<file path="src/rtl/fidb_bus_controller.sv">
// +------------------------------------------------------------------------+
// | fidb_bus_controller                                                    |
// | Round-robin sequencer for the shared 16-bit XFIDB bidirectional driver |
// | Rev 1.0 - initial release                                              |
// +------------------------------------------------------------------------+
`timescale 1ns/1ps
`default_nettype none

module fidb_bus_controller #(
  parameter int NREQ        = 3,
  parameter int TURN_CYCLES = 1,
  parameter int HOLD_CYCLES = 2
) (
  input  logic                 clk,
  input  logic                 reset,
  input  logic [NREQ-1:0]      req,
  input  logic [NREQ-1:0]      wr,
  input  logic [16*NREQ-1:0]   wdata,
  output logic [NREQ-1:0]      gnt,
  output logic [NREQ-1:0]      done,
  output logic [15:0]          rdata,
  output logic                 drv_en,
  output logic                 drv_tn,
  output logic [15:0]          drv_a,
  input  logic [15:0]          drv_zi,
  output logic                 busy
);

  localparam int         IDXW        = (NREQ > 1) ? $clog2(NREQ) : 1;
  localparam logic [1:0] S_IDLE      = 2'd0;
  localparam logic [1:0] S_TURN      = 2'd1;
  localparam logic [1:0] S_XFER      = 2'd2;
  localparam logic [3:0] C_HOLD_LAST = 4'(HOLD_CYCLES - 1);
  localparam logic [3:0] C_TURN_LAST = 4'(TURN_CYCLES - 1);

  logic [1:0]      state_q, state_d;
  logic [3:0]      cnt_q, cnt_d;
  logic [IDXW-1:0] win_q, win_d;
  logic [IDXW-1:0] rr_ptr_q, rr_ptr_d;
  logic            cur_dir_q, cur_dir_d;
  logic            last_dir_q, last_dir_d;
  logic [NREQ-1:0] gnt_q, gnt_d;
  logic [NREQ-1:0] done_q, done_d;
  logic [15:0]     rdata_q, rdata_d;
  logic [15:0]     drv_a_q, drv_a_d;
  logic            drv_en_q, drv_en_d;
  logic            drv_tn_q, drv_tn_d;
  logic            busy_q, busy_d;

  logic            arb_valid;
  logic [IDXW-1:0] arb_idx;
  logic            xfer_last;
  logic [15:0]     wslice [NREQ];

  for (genvar gi = 0; gi < NREQ; gi++) begin : g_slice
    assign wslice[gi] = wdata[16*gi +: 16];
  end

  // First requester at or after rr_ptr, wrapping modulo NREQ.
  always_comb begin
    int idx;
    arb_valid = 1'b0;
    arb_idx   = '0;
    idx       = 0;
    for (int k = 0; k < NREQ; k++) begin
      idx = int'(rr_ptr_q) + k;
      if (idx >= NREQ) idx = idx - NREQ;
      if (!arb_valid && req[idx]) begin
        arb_valid = 1'b1;
        arb_idx   = IDXW'(idx);
      end
    end
  end

  assign xfer_last = (state_q == S_XFER) && (cnt_q == '0);

  always_ff @(posedge clk) begin
    if (reset) begin
      state_q    <= S_IDLE;
      cnt_q      <= '0;
      win_q      <= '0;
      rr_ptr_q   <= '0;
      cur_dir_q  <= 1'b0;
      last_dir_q <= 1'b0;
      gnt_q      <= '0;
      done_q     <= '0;
      rdata_q    <= '0;
      drv_a_q    <= '0;
      drv_en_q   <= 1'b1;
      drv_tn_q   <= 1'b0;
      busy_q     <= 1'b0;
    end else begin
      state_q    <= state_d;
      cnt_q      <= cnt_d;
      win_q      <= win_d;
      rr_ptr_q   <= rr_ptr_d;
      cur_dir_q  <= cur_dir_d;
      last_dir_q <= last_dir_d;
      gnt_q      <= gnt_d;
      done_q     <= done_d;
      rdata_q    <= rdata_d;
      drv_a_q    <= drv_a_d;
      drv_en_q   <= drv_en_d;
      drv_tn_q   <= drv_tn_d;
      busy_q     <= busy_d;
    end
  end

  always_comb begin
    state_d    = state_q;
    cnt_d      = cnt_q;
    win_d      = win_q;
    rr_ptr_d   = rr_ptr_q;
    cur_dir_d  = cur_dir_q;
    last_dir_d = last_dir_q;
    case (state_q)
      S_IDLE: begin
        if (arb_valid) begin
          win_d     = arb_idx;
          cur_dir_d = wr[arb_idx];
          if ((wr[arb_idx] != last_dir_q) && (TURN_CYCLES > 0)) begin
            state_d = S_TURN;
            cnt_d   = C_TURN_LAST;
          end else begin
            state_d = S_XFER;
            cnt_d   = C_HOLD_LAST;
          end
        end
      end
      S_TURN: begin
        if (cnt_q == '0) begin
          state_d = S_XFER;
          cnt_d   = C_HOLD_LAST;
        end else begin
          cnt_d = cnt_q - 1'b1;
        end
      end
      S_XFER: begin
        if (cnt_q == '0) begin
          state_d    = S_IDLE;
          last_dir_d = cur_dir_q;
          rr_ptr_d   = (win_q == IDXW'(NREQ - 1)) ? '0 : win_q + 1'b1;
        end else begin
          cnt_d = cnt_q - 1'b1;
        end
      end
      default: state_d = S_IDLE;
    endcase
  end

  // Outputs are decoded from the next state so every port comes straight off a flop.
  always_comb begin
    gnt_d  = '0;
    done_d = '0;
    for (int i = 0; i < NREQ; i++) begin
      gnt_d[i]  = (state_d == S_XFER) && (win_d == IDXW'(i));
      done_d[i] = xfer_last && (win_q == IDXW'(i));
    end
    drv_tn_d = (state_d == S_XFER) && cur_dir_d;
    drv_en_d = !drv_tn_d;
    busy_d   = (state_d != S_IDLE);
    drv_a_d  = drv_a_q;
    if ((state_q == S_IDLE) && arb_valid && wr[arb_idx]) drv_a_d = wslice[arb_idx];
    rdata_d = rdata_q;
    if (xfer_last && !cur_dir_q) rdata_d = drv_zi;
  end

  assign gnt    = gnt_q;
  assign done   = done_q;
  assign rdata  = rdata_q;
  assign drv_a  = drv_a_q;
  assign drv_en = drv_en_q;
  assign drv_tn = drv_tn_q;
  assign busy   = busy_q;

endmodule

`default_nettype wire

</file>
<file path="config.mk">
export PLATFORM = sky130hd
export DESIGN_NAME = fidb_bus_controller
export DESIGN_NICKNAME = d
export VERILOG_FILES = /design/src/rtl/fidb_bus_controller.sv
export SDC_FILE = /design/constraint.sdc
export NUM_CORES = 1
export LEC_CHECK = 0
export CAP_MARGIN = 10
export CORE_MARGIN = 10
export CORE_UTILIZATION = 42
export DETAILED_ROUTE_END_ITERATION = 8
export PLACE_DENSITY = 0.85
export SYNTH_ARGS = -nofsm -noshare
export SYNTH_HDL_FRONTEND = slang
export SYNTH_SLANG_ARGS = --single-unit
export TNS_END_PERCENT = 10
</file>
<file path="constraint.sdc">
create_clock -name clk -period 4.5 [get_ports clk]
set_input_delay 0.675 -clock clk [delete_from_list [all_inputs] [get_ports clk]]
set_output_delay 0.675 -clock clk [all_outputs]
set_load 0.01 [all_outputs]
</file>
==> reports/metrics.yaml, run 1 <==
power_and_ir_drop:
  ir_worst_vdd_v: 0.000271
  p_comb_frac: 0.577
  design_power_total_mw: 2.34
  p_sw_frac: 0.419
  p_sw_mw: 0.979
  power_density_mw_per_mm2: 567
  seqPwrFrac: 0.308
  p_int_mw: 1.36
  p_clk_frac: 0.116
  power_leakage_nw: 1.51
timing:
  skew_ns: 0.00560
  tightest_slew_ns: 1.00
  setup_slack_ns: 1.16
  final_max_slew_viol_count: 0
  fin_crit_ns: 3.34
  rsz0062_at_grt: "no"
  hold_viol: 0
  setup_violations: 0
  slew_headroom: 0.330
  hold_ws_ns: 0.457
  tns_ns: 0
  period_share: 0.741
  fmax_mhz: 300
cells_and_area:
  nFillCells: 573
  stdcell_count: 515
  design_area_mm2: 0.00412
  final_nets: 516
  utilization: 0.613
  syn_to_final_growth_pct: 43.4
  antenna_cells: 0
  drive_above_1_share: 0.106
synthesis:
  async_reset_ff_frac: 0
  syn_avg_cell_area_um2: 8.68
  synth.most_common_cell: "dfxtp_1"
  synth_area_leader_cell: "dfxtp_1"
  synth_area_mm2: 0.00287
  synthCells: 331
  seq_area_frac_synth: 0.369
  synth_ff_type: "dfxtp_1"
  synth_cell_types: 52
  synth_area_leaders: "dfxtp_1, a21oi_1, mux2_2"
  yosysWarningCount: 0
  synth_edf_count: 0
  synth_nets: 413
  synth_top_area_frac: 0.369
  ys_top_cells_by_count: "dfxtp_1, a21oi_1, nand2_1"
  ys_ff_latch: 53
worst_setup_path:
  r2r_cells: 9
  regToRegSetupSlack_ns: 1.17
  cp_max_fo: 10
  r2r-end: "busy"
  arrival_ns: 3.50
  critPathLaunch: "req[2]"
  rr_startpoint: "rr_ptr_q[1]"
  cp.required_ns: 4.67
  cp-start-kind: "input port"
  endpoint_kind: "flip-flop"
  path_class: "in -> reg"
placement:
  hpwl_um: 6740
  gp_congestion: 0.876
  dpl-instance-area_mm2: 0.00403
  io_buffers: 112
  place_inst: 507
  place_ws_ns: 0.865
global_route:
  grt_pass1_vias: 2904
  grt_pass1_wl_um: 13800
  antenna_found_initial: 0
  grt_usage: 0.162
  grt_start_max_net_pins: 34
  grt.overflow.total: 0
worst_hold_path:
  min_to: "rdata[0]"
  hold_start: "rdata[0]"
  hold_path.class: "reg -> reg"
  holdPathStages: 2
cts:
  clk_pin_slew_ns: 0.10
  htreeDepth: 2
  post_cts_resized: 0
  clockBufferDepth: 2
  cts_tree: "done"
  post_cts_buffers: 0
  clk_latency_ns: 0.31
  clkSinkCount: 53
  cts_root_buffer: "clkbuf_8"
  holdBufCountCts: 0
  cts_buffers: 5
flow_run:
  cap_violations: 0
routing:
  dr.pass1.iters: 4
  drt_wl_total_um: 8630
  viasPerCell: 5.60
  drt-initial-drc-count: 181
  drt-wirelength-per-cell_um: 16.7
  route.detailed.drc: 0
  vias: 2882
  postRouteAntennaNets: 0
floorplan:
  fp.dieH_um: 103
  num_rows: 30
  die_area_mm2: 0.0105
  initial_core_util: 0.427
  core_area_mm2: 0.00672
  io_pins: 113
  die_x_um: 103
outcome:
  outcome: "finished clean"
[power by group through the flow]
stage | Combinational (mW) | Sequential (mW) | Clock (mW)
floorplan | 0.800 | 0.772 | 0
global placement | 1.31 | 0.720 | 0
detailed placement | 1.33 | 0.725 | 0
CTS | 1.35 | 0.717 | 0.279
global route | 1.48 | 0.738 | 0.297
finish | 1.35 | 0.719 | 0.270
[area by class of cell]
class	count	area, µm²	area share
Clock buffer	5	68.8	0.0167
Inverter	10	37.5	0.00911
Timing Repair Buffer	116	1150	0.279
Multi-Input combinational cell	248	1680	0.408
Clock inverter	3	21.3	0.00516
Sequential cell	53	1060	0.258
Tap cell	80	100	0.0243
[layer usage]
metal	up-vias	part of all wire	routed length, µm	GRT usage
met5	-	0	0	0
met4	0	0.017	143	0.0499
met3	12	0.10	884	0.0777
met2	106	0.48	4160	0.266
met1	1351	0.40	3440	0.180
li1	1413	-	-	-
[critical path, cell delays in order]
cell and delay [ns]:
clkdlybuf4s50_1 0.52, mux2_1 0.34, mux2_4 0.31, nor3_2 0.38, nand2b_1 0.47, o41ai_2 0.15, nor4_2 0.50, a31oi_1 0.16
[sequential cells by signal, summed over array words and instances (netlist names)]
| name | cells |
|---|---|
| drv_tn | 1 |
| rr_ptr_q | 2 |
| last_dir_q | 1 |
| win_q | 2 |
| gnt | 3 |
| busy | 1 |
| state_q | 2 |
| done | 3 |
| cnt_q | 4 |
| cur_dir_q | 1 |
| drv_a | 16 |
| rdata | 16 |
| drv_en | 1 |
[cells in the final DEF (no fill, tap or decap), types with 5 or more instances in the layout]
cell type        count
nor4b_1              7
a21oi_1             45
a22oi_1             16
dfxtp_1             53
o21ai_0             21
clkdlybuf4s50_1    112
mux2_2              16
nor2_1              14
nand2_1             38
inv_1               10
nor3_1               6
ha_1                10
clkbuf_8             5
[worst max path at each step]
stage,end,slack [ns],depth (start not counted)
CTS,drv_a[4],1.19,9
floorplan,drv_en,1.85,9
global placement,busy,0.94,8
detailed placement,drv_a[3],0.86,9
global route,busy,0.96,9
finish,busy,1.16,8
[cell families after synthesis]
family / after synthesis / synth area share
compound gates: 110 / 0.248
xor+xnor: 2 / 0.00610
fa+ha+maj: 10 / 0.0436
buf+inv: 30 / 0.0457
flops: 53 / 0.369
mux: 22 / 0.0858
simple gates: 104 / 0.201
Note: power is estimated with default switching activity, not from simulation.
==> run 2, diff against run 1 <==
==> constraint.sdc (replaced) <==
create_clock -name clk -period 3.2 [get_ports clk]
set_input_delay 0.48 -clock clk [delete_from_list [all_inputs] [get_ports clk]]
set_output_delay 0.48 -clock clk [all_outputs]
set_load 0.01 [all_outputs]
==> reports/metrics.yaml, run 2 (same netlist as run 1, synthesis figures left out) <==
outcome:
  outcome: "finished clean"
floorplan:
  die_x_um: 103
  io_pins: 113
  fp.dieH_um: 103
  initial_core_util: 0.427
  num_rows: 30
  core_area_mm2: 0.00672
  die_area_mm2: 0.0105
routing:
  drt-initial-drc-count: 100
  dr.pass1.iters: 4
  vias: 2853
  route.detailed.drc: 0
  drt_wl_total_um: 8690
  drt-wirelength-per-cell_um: 16.8
  viasPerCell: 5.51
  postRouteAntennaNets: 0
cells_and_area:
  multi_input_area_mm2: 0.00169
  nFillCells: 579
  syn_to_final_growth_pct: 44.5
  mostFrequentLayoutCell: "clkdlybuf4s50_1"
  antenna_cells: 0
  drive_above_1_share: 0.114
  regArea_mm2: 0.00106
  final_nets: 521
  final_cell_mix: "clkdlybuf4s50_1, dfxtp_1, a21oi_1"
worst_setup_path:
  endpoint_kind: "flip-flop"
  cp.required_ns: 3.38
  r2r_cells: 9
  path_class: "reg -> reg"
  rr_startpoint: "rr_ptr_q[0]"
  cp_max_fo: 7
  arrival_ns: 3.19
  regToRegSetupSlack_ns: 0.19
  critPathLaunch: "rr_ptr_q[0]"
  cp-start-kind: "flip-flop"
cts:
  clk_latency_ns: 0.30
  clkSinkCount: 53
  htreeDepth: 2
  clockBufferDepth: 2
  cts_buffers: 5
  clk_pin_slew_ns: 0.09
  holdBufCountCts: 0
  cts_root_buffer: "clkbuf_8"
  cts_tree: "done"
timing:
  setup_slack_ns: 0.189
  final_max_slew_viol_count: 0
  fmax_mhz: 332
  rsz0062_at_grt: "no"
  slew_headroom: 0.478
  period_share: 0.941
  tightest_slew_ns: 0.782
  skew_ns: 0.00789
  hold_viol: 0
  fin_crit_ns: 3.01
  setup_violations: 0
  tns_ns: 0
placement:
  io_buffers: 112
  place_ws_ns: 0.0517
  gp_congestion: 0.833
  hpwl_um: 6840
worst_hold_path:
  holdPathStages: 2
  hold_path.class: "reg -> reg"
  hold_start: "rdata[3]"
global_route:
  grt.overflow.total: 0
  grt_pass1_wl_um: 13900
  grt_start_max_net_pins: 33
  grt_pass1_vias: 2902
  antenna_found_initial: 0
  grt_usage: 0.162
flow_run:
  cap_violations: 0
power_and_ir_drop:
  power_leakage_nw: 1.53
  power_density_mw_per_mm2: 796
  ir_worst_vdd_v: 0.000374
run 2: cell types whose count changed in the layout (fill, tap and decap cells not counted), sizes merged:
cell      before  now
buf            4    9
inv           11   10
clkinvlp       1    0
run 2: repair_timing:
| item | 4_1_cts | 5_1_grt |
|---|---|---|
| setup buffers | 0 | 0 |
| gates resized for setup | 0 | 2 |
| setup endpoints to repair | 0 | 5 |
run 2: final cells by class:
type / count / area share
Clock inverter: 1 / 0.00121
Tap cell: 80 / 0.0241
Clock buffer: 5 / 0.0166
Inverter: 10 / 0.00905
Timing Repair Buffer: 121 / 0.286
Multi-Input combinational cell: 248 / 0.407
Sequential cell: 53 / 0.256
run 2: where the power goes:
part	internal (mW)	leakage, nW	total [mW]	switching, mW
combinational	0.917	1.06	1.95	1.03
clock	0.145	0.0399	0.350	0.205
sequential	0.879	0.433	1.01	0.127
total	1.94	1.53	3.30	1.36
run 2: worst max-delay path, cell delays in order, from the launching register on:
cell      delay, ns
dfxtp_1        0.39
inv_1          0.08
ha_1           0.45
nor3b_2        0.23
o211ai_1       0.16
a211oi_1       0.44
nor3_4         0.12
o211a_1        0.24
o21ai_1        0.33
or4b_1         0.46
run 2: through the flow:
stage | std cells | utilization | hold slack [ns] | power, mW | cell area [µm²]
after floorplan | 331 | - | 0.457 | 2.21 | 2870
after global placement | 512 | 0.605 | 0.442 | 2.89 | 4070
after detailed placement | 512 | 0.605 | 0.446 | 2.95 | 4070
after CTS | 518 | 0.616 | 0.458 | 3.31 | 4140
after global routing | 518 | 0.618 | 0.472 | 3.55 | 4150
final | 518 | 0.618 | 0.457 | 3.30 | 4150
run 2: layer usage:
layer,global-route usage,wire length [µm],share of wire,vias to the layer above
met4,0.0380,122,0.014,0
met5,0,0,0,-
li1,-,-,-,1422
met1,0.173,3320,0.38,1332
met3,0.0751,860,0.099,11
met2,0.282,4390,0.51,88
run 2: final timing paths:
kind / end
setup reg to reg: drv_en
setup / recovery: drv_en
hold reg to reg: rdata[3]
hold / removal: rdata[3]
==> RTL edit 1, RTL diff (settings of run 2) <==
`NREQ`: 3 -> 6.
--- a/src/rtl/fidb_bus_controller.sv
+++ b/src/rtl/fidb_bus_controller.sv
@@ -7,7 +7,7 @@
 `default_nettype none
 
 module fidb_bus_controller #(
-  parameter int NREQ        = 3,
+  parameter int NREQ        = 6,
   parameter int TURN_CYCLES = 1,
   parameter int HOLD_CYCLES = 2
 ) (
Interface: changed (5 resized); port bits go from 113 to 173. The function was not compared with the original's and may differ.
==> RTL edit 1 against run 2 <==
The run now ends with setup timing left. Area after synthesis rose by 58%. Wire length up 96%. Highest routed layer unchanged. Hold slack better by 0.0014 ns. Sequential cell count is 8 higher. Cell area increased by 83%. Worst setup slack got worse by 0.73 ns. Non-clock buffer count increased by 151. Utilization is 11 points higher. Count of clock-buffer cells in the layout grew 5. Clock skew increased by 0.0010 ns. Critical path type unchanged. Power rose by 150%.
==> RTL edit 1: results (changes against run 2) <==
| Metric | Value |
|---|---|
| Status | `finished with violations (was completed)` |
| Violated checks | `setup timing` |
| Fill count | `729 (was 579)` |
| Syn_nets | `697 (was 413)` |
| Layout non-clock buf frac | `0.332 (was 0.286)` |
| Post-CTS sizing | `32 (was 0)` |
| Critical path's largest stage delay | `0.41 ns (was 0.46 ns)` |
| Number of buffers inserted to repair setup after CTS | `10 (was 0)` |
| Average wire per standard cell | `18.1 um (was 16.8 um)` |
| Origin of the worst min-delay path | `rdata[10]$_SDFFE_PP0P_ (was rdata[3]$_SDFFE_PP0P_)` |
| Static power due to leakage | `0.00301 uW (was 0.00153 uW)` |
| End of the worst hold path | `rdata[10]$_SDFFE_PP0P_ (was rdata[3]$_SDFFE_PP0P_)` |
| Global-route total usage across every layer | `0.216 (was 0.162)` |
| Number of clock-tree buffers in the layout | `10 (was 5)` |
| Final setup violating endpoints | `30 (was 0)` |
| Share of the final layout cell area in multi-input gates | `0.443 (was 0.407)` |
| Htree depth | `3 (was 2)` |
| Unique masters post-synth | `70 (was 52)` |
| Via count of the first global-routing pass | `5544 (was 2902)` |
| Dpl cells | `911 (was 512)` |
| Share of cell area taken by flip-flops and latches | `0.162 (was 0.256)` |
| Final worst slack | `-0.545 ns (was 0.189 ns)` |
| Plain + repair buffers | `272 (was 121)` |
| Multi-input gate count | `441 (was 248)` |
| Via/cell ratio | `5.54 (was 5.51)` |
| RD Place Congestion | `0.922 (was 0.833)` |
| Share of layout cells above drive strength 1 | `0.220 (was 0.114)` |
| Setup slack at placement | `-0.757 ns (was 0.0517 ns)` |
| Clock-pin slew of the registers on the worst-case setup and hold paths | `0.07 ns (was 0.09 ns)` |
| Mean Syn Cell Area | `8.17 um2 (was 8.68 um2)` |
| Largest cells by area after synthesis | `dfxtp_1 27%, mux2i_1 16%, a21oi_1 5.0% (was dfxtp_1 37%, a21oi_1 7.8%, mux2_2 6.3%)` |
| Post-synthesis sequential area ratio | `0.269 (was 0.369)` |
| Input/output buffers | `172 (was 112)` |
| Total half-perimeter wirelength after legalization and detailed placement | `13400 um (was 6840 um)` |
| Crit-path slowest cell | `or3_4 (was or4b_1)` |
[RTL edit 1: cells by family (layout without fill, tap and decap cells)]
logic type / count (synthesis) / in the layout / synth area share
xor gates and xnor gates: 7 / 7 / 0.0152
DFF: 61 / 61 / 0.269
adders and majority gates: 16 / 16 / 0.0441
and+or+nand+nor: 170 / 170 / 0.197
AOI/OAI and AO/OA: 170 / 170 / 0.240
muxes: 78 / 78 / 0.182
buffers and inverters: 53 / 304 / 0.0533
[RTL edit 1: where the power goes]
group	switching, uW	internal, uW	leakage [uW]
clock	315	517	0.000116
sequential	118	938	0.000499
combinational	3180	3090	0.00239
[RTL edit 1: how the worst max path moves through the flow]
| stage | from | end | cells after the start |
|---|---|---|---|
| 3_5_place_dp | req[3] | state_q[1]$_SDFF_PP0_ | 11 |
| 4_1_cts | rr_ptr_q[0]$_SDFFE_PP0P_ | state_q[1]$_SDFF_PP0_ | 15 |
| 3_3_place_gp | req[3] | state_q[1]$_SDFF_PP0_ | 11 |
| 2_1_floorplan | rr_ptr_q[0]$_SDFFE_PP0P_ | cur_dir_q$_SDFF_PP0_ | 18 |
| 5_1_grt | rr_ptr_q[0]$_SDFFE_PP0P_ | cnt_q[0]$_SDFFE_PP0P_ | 14 |
| 6_report | rr_ptr_q[0]$_SDFFE_PP0P_ | state_q[0]$_SDFF_PP0_ | 16 |
[RTL edit 1: layer usage]
| metal | share of wire | up-vias | track usage |
|---|---|---|---|
| met1 | 0.35 | 2429 | 0.214 |
| met4 | 0.019 | 0 | 0.0554 |
| met5 | 0 | - | 0 |
| met3 | 0.11 | 29 | 0.0977 |
| met2 | 0.52 | 230 | 0.399 |
| li1 | - | 2530 | - |
==> RTL edit 2, RTL diff (config.mk and constraints of run 2) <==
Without the edit above. `rdata_q` no longer has a reset.
--- a/src/rtl/fidb_bus_controller.sv
+++ b/src/rtl/fidb_bus_controller.sv
@@ -84,7 +84,6 @@
       last_dir_q <= 1'b0;
       gnt_q      <= '0;
       done_q     <= '0;
-      rdata_q    <= '0;
       drv_a_q    <= '0;
       drv_en_q   <= 1'b1;
       drv_tn_q   <= 1'b0;
@@ -98,12 +97,15 @@
       last_dir_q <= last_dir_d;
       gnt_q      <= gnt_d;
       done_q     <= done_d;
-      rdata_q    <= rdata_d;
       drv_a_q    <= drv_a_d;
       drv_en_q   <= drv_en_d;
       drv_tn_q   <= drv_tn_d;
       busy_q     <= busy_d;
     end
+  end
+
+  always_ff @(posedge clk) begin
+    rdata_q <= rdata_d;
   end
 
   always_comb begin
Formal check against the unedited RTL: differs if reset is asserted again (counterexample within 4 cycles, from zero or initial values and one cycle with reset high); with reset held inactive, the same outputs for 10 cycles.
==> RTL edit 2 against run 2 <==
Largest cell class unchanged. Area after synthesis down 0.74%. Sequential power up 5%. Sequential cell count unchanged. Worst setup slack better by 0.068 ns. Critical path type unchanged. Cell area about the same. Sequential share of layout area up 3.9 points. Via count down 10%. Cell count down 8.7%. Power up 7.7%. Wire length down 9.6%. Count of clock-buffer cells in the layout unchanged.
==> RTL edit 2: results (changes against run 2) <==
| Metric | Value |
|---|---|
| Global-route met1 utilization | `0.152 (was 0.173)` |
| Worst supply voltage drop on vdd | `478 uV (was 374 uV)` |
| Critical Path Source | `rr_ptr_q[1]$_SDFFE_PP0P_ (was rr_ptr_q[0]$_SDFFE_PP0P_)` |
| EDFF count, synth | `16 (was 0)` |
| Setup crit end kind | `flop (unchanged)` |
| Instance area after placement | `4050 um2 (was 4070 um2)` |
| Setup slack of the worst register-to-register path | `0.26 ns (was 0.19 ns)` |
| Crit-path slowest cell | `nor4b_1 (was or4b_1)` |
| Post-synthesis sequential area ratio | `0.428 (was 0.369)` |
| Routed length on met1 | `3010 um (was 3320 um)` |
| Met3 layer usage reported by global route | `0.0668 (was 0.0751)` |
| Met3 Routed Length | `843 um (was 860 um)` |
| Post-route worst hold slack | `0.509 ns (was 0.457 ns)` |
| WL met2 | `3960 um (was 4390 um)` |
| Vias | `2565 (was 2853)` |
| Cells after synthesis | `287 (was 331)` |
| Worst slew slack as a fraction of its limit | `0.490 (was 0.478)` |
| Worst Path Max Fanout | `24 (was 7)` |
| Share of total power in combinational logic | `0.590 (was 0.589)` |
| Relative contribution of the clock network to total power | `0.111 (was 0.106)` |
| Critical register-to-register path endpoint | `drv_a[2]$_SDFFE_PP0P_ (was drv_en$_SDFF_PP1_)` |
| Logic depth of the worst register-to-register path | `10 (was 9)` |
| RD Place Congestion | `0.890 (was 0.833)` |
| Critical path's largest stage delay | `0.59 ns (was 0.46 ns)` |
| End of the worst hold path | `drv_a[5]$_SDFFE_PP0P_ (was rdata[3]$_SDFFE_PP0P_)` |
| Share of layout cells above drive strength 1 | `0.114 (about the same)` |
| Static power due to leakage | `0.00153 uW (about the same)` |
| First-pass GRT wire length | `12200 um (was 13900 um)` |
| Minimum clock period after layout | `2.94 ns (was 3.01 ns)` |
| Origin of the worst min-delay path | `drv_a[5]$_SDFFE_PP0P_ (was rdata[3]$_SDFFE_PP0P_)` |
| Ranking of synthesized cells by instance count | `37 x dfxtp_1, 21 x nor3_1, 20 x nor2_1, 20 x nor2b_1 (was 53 x dfxtp_1, 45 x a21oi_1, 38 x nand2_1)` |
| Post-layout nets | `477 (was 521)` |
| Total wire length | `7860 um (was 8690 um)` |
| Pint | `2140 uW (was 1940 uW)` |
| Largest net degree at the start of global routing | `29 (was 33)` |
| Status | `completed (unchanged)` |
| Met2 track utilization from global routing | `0.255 (was 0.282)` |
| Via count of the first global-routing pass | `2666 (was 2902)` |
| Post-Route Skew | `0.00680 ns (was 0.00789 ns)` |
| Unique masters post-synth | `54 (was 52)` |
| Flip-flop and latch power | `1060 uW (was 1010 uW)` |
[RTL edit 2: cell count changes in the layout (fill, tap and decap cells not counted), moves of 14 or more]
cell	delta
a22oi_1	-16
nor3_1	+15
a221oi_1	+16
dfxtp_1	-16
a21oi_1	-29
edfxtp_1	+16
nand2_1	-30
nor2b_1	+16
o21ai_0	-14
[RTL edit 2: cells by family (layout without fill, tap and decap cells)]
kind of cell | after synthesis | in the layout | share of synthesized area
compound gates | 67 | 67 | 0.168
flops | 53 | 53 | 0.428
fa+ha+maj | 10 | 10 | 0.0439
mux | 23 | 23 | 0.0896
simple gates | 104 | 104 | 0.212
xor+xnor | 2 | 2 | 0.0127
buf+inv | 28 | 137 | 0.0457
[RTL edit 2: layout make-up]
class                   count  area (um2)
clock buffers               5        68.8
clock inverters             3        25.0
fillers                   545        2310
inverters                  10        37.5
multi-input cells         206        1510
flip-flops and latches     53        1220
well taps                  77        96.3
repair buffers            119        1190
